===== src/rtl/mem_arbiter_if.sv =====
// Requester and shared-memory-port signal bundle for mem_arbiter.
// The slave modport is the arbiter side; the master modport is the requester/memory side.
interface mem_arbiter_if;
   localparam int unsigned AW = 32;
   localparam int unsigned DW = 32;
   localparam int unsigned SW = 4;

   logic          pipe_flush;
   logic          if_req;
   logic [AW-1:0] if_addr;
   logic          if_ack;
   logic [DW-1:0] if_rdata;
   logic          dm_req;
   logic          dm_write;
   logic [AW-1:0] dm_addr;
   logic [DW-1:0] dm_wdata;
   logic [SW-1:0] dm_wstrb;
   logic          dm_ack;
   logic [DW-1:0] dm_rdata;
   logic          bus_valid;
   logic          bus_write;
   logic [AW-1:0] bus_addr;
   logic [DW-1:0] bus_wdata;
   logic [SW-1:0] bus_wstrb;
   logic          bus_ready;
   logic [DW-1:0] bus_rdata;

   modport slave (
      input  pipe_flush, if_req, if_addr, dm_req, dm_write, dm_addr, dm_wdata, dm_wstrb,
             bus_ready, bus_rdata,
      output if_ack, if_rdata, dm_ack, dm_rdata,
             bus_valid, bus_write, bus_addr, bus_wdata, bus_wstrb
   );

   modport master (
      output pipe_flush, if_req, if_addr, dm_req, dm_write, dm_addr, dm_wdata, dm_wstrb,
             bus_ready, bus_rdata,
      input  if_ack, if_rdata, dm_ack, dm_rdata,
             bus_valid, bus_write, bus_addr, bus_wdata, bus_wstrb
   );
endinterface


===== src/rtl/mem_arbiter.sv =====
// Fetch/data arbiter onto a single memory port; data wins ties, flushed fetches complete silently.
// Optional macro FETCH_STARVE_GUARD_EN lets a waiting fetch win after STARVE_LIMIT data grants.
module mem_arbiter #(
   parameter int unsigned STARVE_LIMIT = 4
) (
   input logic          clk,
   input logic          rst_n,
   mem_arbiter_if.slave arb
);
   localparam int unsigned AW = 32;
   localparam int unsigned DW = 32;
   localparam int unsigned SW = 4;
   localparam int unsigned CW = 4;

   localparam logic [1:0] IDLE = 2'd0;
   localparam logic [1:0] BUS  = 2'd1;
   localparam logic [1:0] ACK  = 2'd2;

   if (STARVE_LIMIT == 0 || STARVE_LIMIT > 15) begin : g_limit_check
      $error("mem_arbiter: STARVE_LIMIT must be in 1..15");
   end

   logic [1:0]    state, state_nx;
   logic          fetch_gnt, fetch_gnt_nx;
   logic          squash, squash_nx;
   logic [DW-1:0] cap, cap_nx;
   logic          bus_valid_nx, bus_write_nx;
   logic [AW-1:0] bus_addr_nx;
   logic [DW-1:0] bus_wdata_nx;
   logic [SW-1:0] bus_wstrb_nx;
   logic          if_ack_nx, dm_ack_nx;
   logic [DW-1:0] if_rdata_nx, dm_rdata_nx;
   logic          starve_win, pick_fetch;
`ifdef FETCH_STARVE_GUARD_EN
   logic [CW-1:0] starve_cnt, starve_cnt_nx;
`endif

   // Next-state and next-output logic
   always_comb begin
      state_nx     = state;
      fetch_gnt_nx = fetch_gnt;
      squash_nx    = squash;
      cap_nx       = cap;
      bus_valid_nx = arb.bus_valid;
      bus_write_nx = arb.bus_write;
      bus_addr_nx  = arb.bus_addr;
      bus_wdata_nx = arb.bus_wdata;
      bus_wstrb_nx = arb.bus_wstrb;
      if_ack_nx    = 1'b0;
      dm_ack_nx    = 1'b0;
      if_rdata_nx  = arb.if_rdata;
      dm_rdata_nx  = arb.dm_rdata;
`ifdef FETCH_STARVE_GUARD_EN
      starve_cnt_nx = starve_cnt;
      starve_win    = arb.if_req && (starve_cnt == CW'(STARVE_LIMIT));
`else
      starve_win    = 1'b0;
`endif
      pick_fetch = arb.if_req && (!arb.dm_req || starve_win);

      case (state)
         IDLE: begin
            if (arb.if_req || arb.dm_req) begin
               state_nx     = BUS;
               bus_valid_nx = 1'b1;
               fetch_gnt_nx = pick_fetch;
               squash_nx    = 1'b0;
               if (pick_fetch) begin
                  bus_write_nx = 1'b0;
                  bus_addr_nx  = arb.if_addr;
                  bus_wdata_nx = '0;
                  bus_wstrb_nx = '0;
`ifdef FETCH_STARVE_GUARD_EN
                  starve_cnt_nx = '0;
`endif
               end else begin
                  bus_write_nx = arb.dm_write;
                  bus_addr_nx  = arb.dm_addr;
                  bus_wdata_nx = arb.dm_wdata;
                  bus_wstrb_nx = arb.dm_wstrb;
`ifdef FETCH_STARVE_GUARD_EN
                  if (arb.if_req) starve_cnt_nx = starve_cnt + CW'(1);
`endif
               end
            end
         end
         BUS: begin
            if (fetch_gnt && arb.pipe_flush) squash_nx = 1'b1;
            if (arb.bus_ready) begin
               cap_nx       = arb.bus_rdata;
               bus_valid_nx = 1'b0;
               state_nx     = ACK;
            end
         end
         ACK: begin
            // A flush arriving in this very cycle still squashes the fetch
            state_nx = IDLE;
            if (fetch_gnt) begin
               if (!squash && !arb.pipe_flush) begin
                  if_ack_nx   = 1'b1;
                  if_rdata_nx = cap;
               end
            end else begin
               dm_ack_nx   = 1'b1;
               dm_rdata_nx = cap;
            end
         end
         default: state_nx = IDLE;
      endcase
   end

   // State and output registers
   always_ff @(posedge clk or negedge rst_n) begin
      if (!rst_n) begin
         state         <= IDLE;
         fetch_gnt     <= 1'b0;
         squash        <= 1'b0;
         cap           <= '0;
         arb.bus_valid <= 1'b0;
         arb.bus_write <= 1'b0;
         arb.bus_addr  <= '0;
         arb.bus_wdata <= '0;
         arb.bus_wstrb <= '0;
         arb.if_ack    <= 1'b0;
         arb.dm_ack    <= 1'b0;
         arb.if_rdata  <= '0;
         arb.dm_rdata  <= '0;
`ifdef FETCH_STARVE_GUARD_EN
         starve_cnt    <= '0;
`endif
      end else begin
         state         <= state_nx;
         fetch_gnt     <= fetch_gnt_nx;
         squash        <= squash_nx;
         cap           <= cap_nx;
         arb.bus_valid <= bus_valid_nx;
         arb.bus_write <= bus_write_nx;
         arb.bus_addr  <= bus_addr_nx;
         arb.bus_wdata <= bus_wdata_nx;
         arb.bus_wstrb <= bus_wstrb_nx;
         arb.if_ack    <= if_ack_nx;
         arb.dm_ack    <= dm_ack_nx;
         arb.if_rdata  <= if_rdata_nx;
         arb.dm_rdata  <= dm_rdata_nx;
`ifdef FETCH_STARVE_GUARD_EN
         starve_cnt    <= starve_cnt_nx;
`endif
      end
   end
endmodule


===== src/flat_wrapper.sv =====
// flat-port wrapper written by rule: the top's interface ports become plain ports
module mem_arbiter_flat 
#(
   parameter int unsigned STARVE_LIMIT = 4
)
  (clk, rst_n, arb_pipe_flush, arb_if_req, arb_if_addr, arb_dm_req, arb_dm_write, arb_dm_addr, arb_dm_wdata, arb_dm_wstrb, arb_bus_ready, arb_bus_rdata, arb_if_ack, arb_if_rdata, arb_dm_ack, arb_dm_rdata, arb_bus_valid, arb_bus_write, arb_bus_addr, arb_bus_wdata, arb_bus_wstrb);
  mem_arbiter_if arb_i ();
  input logic clk;
  input logic rst_n;
  input wire logic [$bits(arb_i.pipe_flush)-1:0] arb_pipe_flush;
  input wire logic [$bits(arb_i.if_req)-1:0] arb_if_req;
  input wire logic [$bits(arb_i.if_addr)-1:0] arb_if_addr;
  input wire logic [$bits(arb_i.dm_req)-1:0] arb_dm_req;
  input wire logic [$bits(arb_i.dm_write)-1:0] arb_dm_write;
  input wire logic [$bits(arb_i.dm_addr)-1:0] arb_dm_addr;
  input wire logic [$bits(arb_i.dm_wdata)-1:0] arb_dm_wdata;
  input wire logic [$bits(arb_i.dm_wstrb)-1:0] arb_dm_wstrb;
  input wire logic [$bits(arb_i.bus_ready)-1:0] arb_bus_ready;
  input wire logic [$bits(arb_i.bus_rdata)-1:0] arb_bus_rdata;
  output wire logic [$bits(arb_i.if_ack)-1:0] arb_if_ack;
  output wire logic [$bits(arb_i.if_rdata)-1:0] arb_if_rdata;
  output wire logic [$bits(arb_i.dm_ack)-1:0] arb_dm_ack;
  output wire logic [$bits(arb_i.dm_rdata)-1:0] arb_dm_rdata;
  output wire logic [$bits(arb_i.bus_valid)-1:0] arb_bus_valid;
  output wire logic [$bits(arb_i.bus_write)-1:0] arb_bus_write;
  output wire logic [$bits(arb_i.bus_addr)-1:0] arb_bus_addr;
  output wire logic [$bits(arb_i.bus_wdata)-1:0] arb_bus_wdata;
  output wire logic [$bits(arb_i.bus_wstrb)-1:0] arb_bus_wstrb;
  assign arb_i.pipe_flush = arb_pipe_flush;
  assign arb_i.if_req = arb_if_req;
  assign arb_i.if_addr = arb_if_addr;
  assign arb_i.dm_req = arb_dm_req;
  assign arb_i.dm_write = arb_dm_write;
  assign arb_i.dm_addr = arb_dm_addr;
  assign arb_i.dm_wdata = arb_dm_wdata;
  assign arb_i.dm_wstrb = arb_dm_wstrb;
  assign arb_i.bus_ready = arb_bus_ready;
  assign arb_i.bus_rdata = arb_bus_rdata;
  assign arb_if_ack = arb_i.if_ack;
  assign arb_if_rdata = arb_i.if_rdata;
  assign arb_dm_ack = arb_i.dm_ack;
  assign arb_dm_rdata = arb_i.dm_rdata;
  assign arb_bus_valid = arb_i.bus_valid;
  assign arb_bus_write = arb_i.bus_write;
  assign arb_bus_addr = arb_i.bus_addr;
  assign arb_bus_wdata = arb_i.bus_wdata;
  assign arb_bus_wstrb = arb_i.bus_wstrb;
  mem_arbiter #(.STARVE_LIMIT(STARVE_LIMIT)) u_core (.clk(clk), .rst_n(rst_n), .arb(arb_i));
endmodule

===== config.mk =====
export PLATFORM = sky130hd
export DESIGN_NAME = mem_arbiter_flat
export DESIGN_NICKNAME = d
export VERILOG_FILES = /design/src/rtl/mem_arbiter_if.sv /design/src/rtl/mem_arbiter.sv /design/src/flat_wrapper.sv
export SDC_FILE = /design/constraint.sdc
export NUM_CORES = 1
export LEC_CHECK = 0
export BUFFER_PORTS_ARGS = -buffer_cell sky130_fd_sc_hd__clkbuf_2
export CELL_PAD_IN_SITES_DETAIL_PLACEMENT = 1
export CELL_PAD_IN_SITES_GLOBAL_PLACEMENT = 1
export CORE_UTILIZATION = 34
export DETAILED_ROUTE_END_ITERATION = 7
export PLACE_DENSITY = 0.85
export SLEW_MARGIN = 15
export SYNTH_ARGS = -nofsm -noshare
export SYNTH_HDL_FRONTEND = slang
export SYNTH_SLANG_ARGS = --single-unit
export TNS_END_PERCENT = 10

===== constraint.sdc =====
create_clock -name clk -period 1.6 [get_ports clk]
set_input_delay 0.16 -clock clk [delete_from_list [all_inputs] [get_ports clk]]
set_output_delay 0.16 -clock clk [all_outputs]
set_load 0.03 [all_outputs]

# Word-level counts from Yosys, hierarchy flattened
# Index checks and enable logic that the tools add are counted.
[totals]
regBits = 172
in_bits = 139
output_inout_bits = 136
[classes]
eq_ne = 5
muxes = 18
bitwise = 1
reduce_logical = 16
[op_table]
columns = ["cell", "n"]
rows = [
  ["$mux 32", 2],
  ["$mux 1", 10],
  ["$reduce_and 3->1", 3],
  ["$reduce_and 2->1", 4],
  ["$mux 2", 2],
  ["$mux 4", 1],
  ["$ne 2x1->1 const B", 2],
  ["$pmux 1 s2", 2],
  ["$pmux 2 s2", 1],
  ["$logic_and 1x1->1", 3],
  ["$logic_not 1->1", 3],
  ["$eq 2x1->1 const B", 1],
  ["$eq 2x2->1 const B", 1],
  ["$logic_not 2->1", 1],
  ["$ne 2x2->1 const B", 1],
  ["$reduce_bool 2->1", 1],
  ["$logic_or 1x1->1", 1],
  ["$not 1->1", 1],
]

# Longest topological paths before layout
[logic_depth]
word_depth = 5
depth_mapped = 5

# Worst setup path after synthesis
# Ideal clock, no wire load.
[synth_path]
kind = "register to register"
startpoint = "register u_core.state[0]"
endpoint = "register u_core.arb.if_rdata[10]"
setup_ns = 0.125
arrival_time_ns = 1.459
path_slack_ns = 0.016
stages_incl_launch_ff = 5
path_buffers = 1
path_cell_list = "dfrtp_1 -> nand2b_4 -> nor4b_4 -> buf_6 -> mux2_2"
[synth_between]
elab_chain_cells = 2
[synth_rtl]
columns = ["item", "line_no", "rtl"]
rows = [
  ["from (decl)", "mem_arbiter.sv:23", "logic [1:0] state, state_nx;"],
  ["from (signal assigned)", "mem_arbiter.sv:132", "state <= state_nx;"],
  ["$eq 2x2->1", "mem_arbiter.sv:61", "case (state)"],
  ["$reduce_and 3->1 (no source line)", "-", ""],
  ["to (signal assigned)", "mem_arbiter.sv:143", "arb.if_rdata <= if_rdata_nx;"],
  ["to (decl)", "mem_arbiter_if.sv:31", "output if_ack, if_rdata, dm_ack, dm_rdata,"],
]
# Every way passes these cells.
# A chain may end at the register's enable or synchronous reset.

# Worst setup path after layout
[layout_path]
startpoint = "register u_core.state[0]"
endpoint = "register u_core.arb.if_rdata[30]"
# The elaborated chain is that of the path after synthesis.

==> out/results.ini <==
[route]
avgViaCountPerCell = 4.73
wl_per_cell_um = 19.6
dr.pass1.iters = 4
drt-total-wl_um = 22000
post-route-drc-count = 0
drtIter0Drc = 111
vias = 5293
final_antenna_net_count = 0

[critical_path]
endpoint_kind = flop
endpoint = u_core.arb.if_rdata[30]
start_kind = flop
worstPathMaxFanout = 12
reg2reg_slack_ps = 40
critPathLaunch = u_core.state[0]
cp.arrival_ps = 1870
cp_data_required_time_ps = 1910
r2r_end = u_core.arb.if_rdata[30]
reg2regPathDepth = 5
r2r_start = u_core.state[0]
worstSetupPathType = flop to flop

[timing]
worstMarginPinSlew_ps = 438
min_period_ps = 1560
hold_viol = 0
grt_setup_unrepaired = true
clock_skew_ps = 6.73
fin_crit_sh_pct = 97.6
max_freq_ghz = 0.641
max_slew_margin_pct = 70.8
setup_viol_count_final = 0
finalMaxSlewViolations = 0

[clock_tree]
clk_latency_ps = 420
cts_tree = yes
clockRootBuffer = clkbuf_16
cts_sinks = 172
clk_pin_slew_ps = 70
clk_path_buf_depth = 2
htreeDepth = 4
cts_buffers = 17

[logic_synthesis]
yosysMostFrequentCell = dfrtp_1
synth-seq-cells = 172
synth_edf_count = 0
synth_flop_cell = dfrtp_1
netlist.area_leader.share_pct = 62.5
synth_cell_type_count = 19
synthTopCellsByCount = dfrtp_1, mux2_2, inv_1, o21ai_0, nand3_1
yosys.area.top_type = dfrtp_1
syn-cell-area_um2 = 6880
syn_area_per_cell_um2 = 14.1
yosysWarnings = 0
synth_area_leaders = dfrtp_1, mux2_2, o21ai_0, nand3_1, inv_1
synth_cells = 488
seq_area_frac_synth_pct = 62.5
async_flop_share_pct = 100
syn_nets = 627

[global_routing]
grt_pass1_vias = 5929
track_usage_pct = 20.7
grt_start_max_net_pins = 44
antenna_found_initial = 0
gr-total-overflow = 0
grt_pass1_wl_um = 32200

[power_and_ir_drop]
power_uw = 20900
worst_ir_drop_vdd_mv = 0.974
power.leakage_uw = 0.00492
power.density_nw_per_um2 = 2080

[min_path]
min_path_type = input port to flop

[finish]
final_util_pct = 51.2
stdcell_area_um2 = 10100
nets = 979
drive_above_1_share_pct = 58.0
area_growth_pct = 46.2

[die]
dieArea_um2 = 20800
core_area_um2 = 19700
start_util_pct = 35.0
fp.dieW_um = 144
die_h_um = 144
io_pins = 275
placementRows = 51

[status]
outcome = finished clean

[place]
gp_congestion = 0.779
post_dp_cell_area_um2 = 8730
port_buffers = 274
place.detailed.hpwl_um = 14400

[flow_run]
drv_cap = 0

-- where the power goes --
| part | total (uW) | switching [uW] | internal, uW | leakage, uW |
|---|---|---|---|---|
| Combinational | 9100 | 5720 | 3380 | 0.00253 |
| Sequential | 7660 | 1290 | 6380 | 0.00211 |
| Clock | 4170 | 1780 | 2390 | 0.000286 |
| Total | 20900 | 8780 | 12200 | 0.00492 |
-- metrics by stage --
step	hold WS, ps	setup TNS, ps	cells	setup slack (ps)
2_1_floorplan	-136	0	488	16.3
3_3_place_gp	94.6	0	1019	46.0
3_5_place_dp	102	-2.60	1019	-2.60
4_1_cts	11.8	0	1114	0.243
5_1_grt	30.5	-51.0	1118	-9.76
6_report	17.3	0	1119	39.1
-- cell families after synthesis --
kind of cell | share of synthesized area (%)
simple gates | 3.58
mux | 26.2
flops | 62.5
buf+inv | 4.38
compound gates | 3.34
-- registers in the layout, indices dropped and copies added (netlist names), 2 cells and up --
| name | flops |
|---|---|
| u_core.state | 2 |
| u_core.arb.dm_rdata | 32 |
| u_core.arb.if_rdata | 32 |
| u_core.arb.bus_wstrb | 4 |
| u_core.arb.bus_wdata | 32 |
| u_core.arb.bus_addr | 32 |
| u_core.cap | 32 |
-- final cells by class --
cell class                 count  area [um^2]
fill                        2070         9590
sequential                   172         4310
timing repair buffer         362         2380
multi-input combinational    248         2310
clock buffer                  19          453
tap                          265          332
inverter                      39          146
clock inverter                13          138
antenna                        1         2.50
-- layout by cell type, fill, tap and decap left out, types with 9 or more instances in the layout --
master and n:
buf_12 9, buf_4 9, clkbuf_16 20, clkbuf_2 273, dfrtp_1 171, dlygate4sd3_1 63
inv_1 39, mux2_2 155, nand3_1 37, o21ai_0 39
-- worst min path at each step --
stage,from,endpoint,cells after the start
CTS,arb_dm_wdata[24],u_core.arb.bus_wdata[24],3
finish,arb_dm_wdata[17],u_core.arb.bus_wdata[17],3
floorplan,rst_n,u_core.arb.bus_addr[0],0
detailed placement,rst_n,u_core.arb.dm_rdata[27],1
global route,arb_dm_wstrb[3],u_core.arb.bus_wstrb[3],3
global placement,rst_n,u_core.arb.dm_ack,1
-- timing repair --
item / in CTS / in global routing
hold endpoints to repair: 152 / 0
buffers inserted: 0 / 1
hold buffers: 63 / 0
setup endpoints to repair: 0 / 89
resized for setup: 0 / 9
-- per-layer routing --
layer | up-vias | wire length (um) | track usage [%]
li1 | 2382 | - | -
met1 | 2684 | 8510 | 22.5
met2 | 201 | 11600 | 38.0
met3 | 26 | 1420 | 6.19
met4 | 0 | 392 | 7.09
met5 | - | 0 | 0
-- critical path, cell delays in order, from the launching register on --
cell and delay, ps:
dfrtp_1 380, nand2b_4 150, nor4b_4 220, buf_6 170, clkbuf_16 180, mux2_2 340
(Power assumes the default switching activity.)
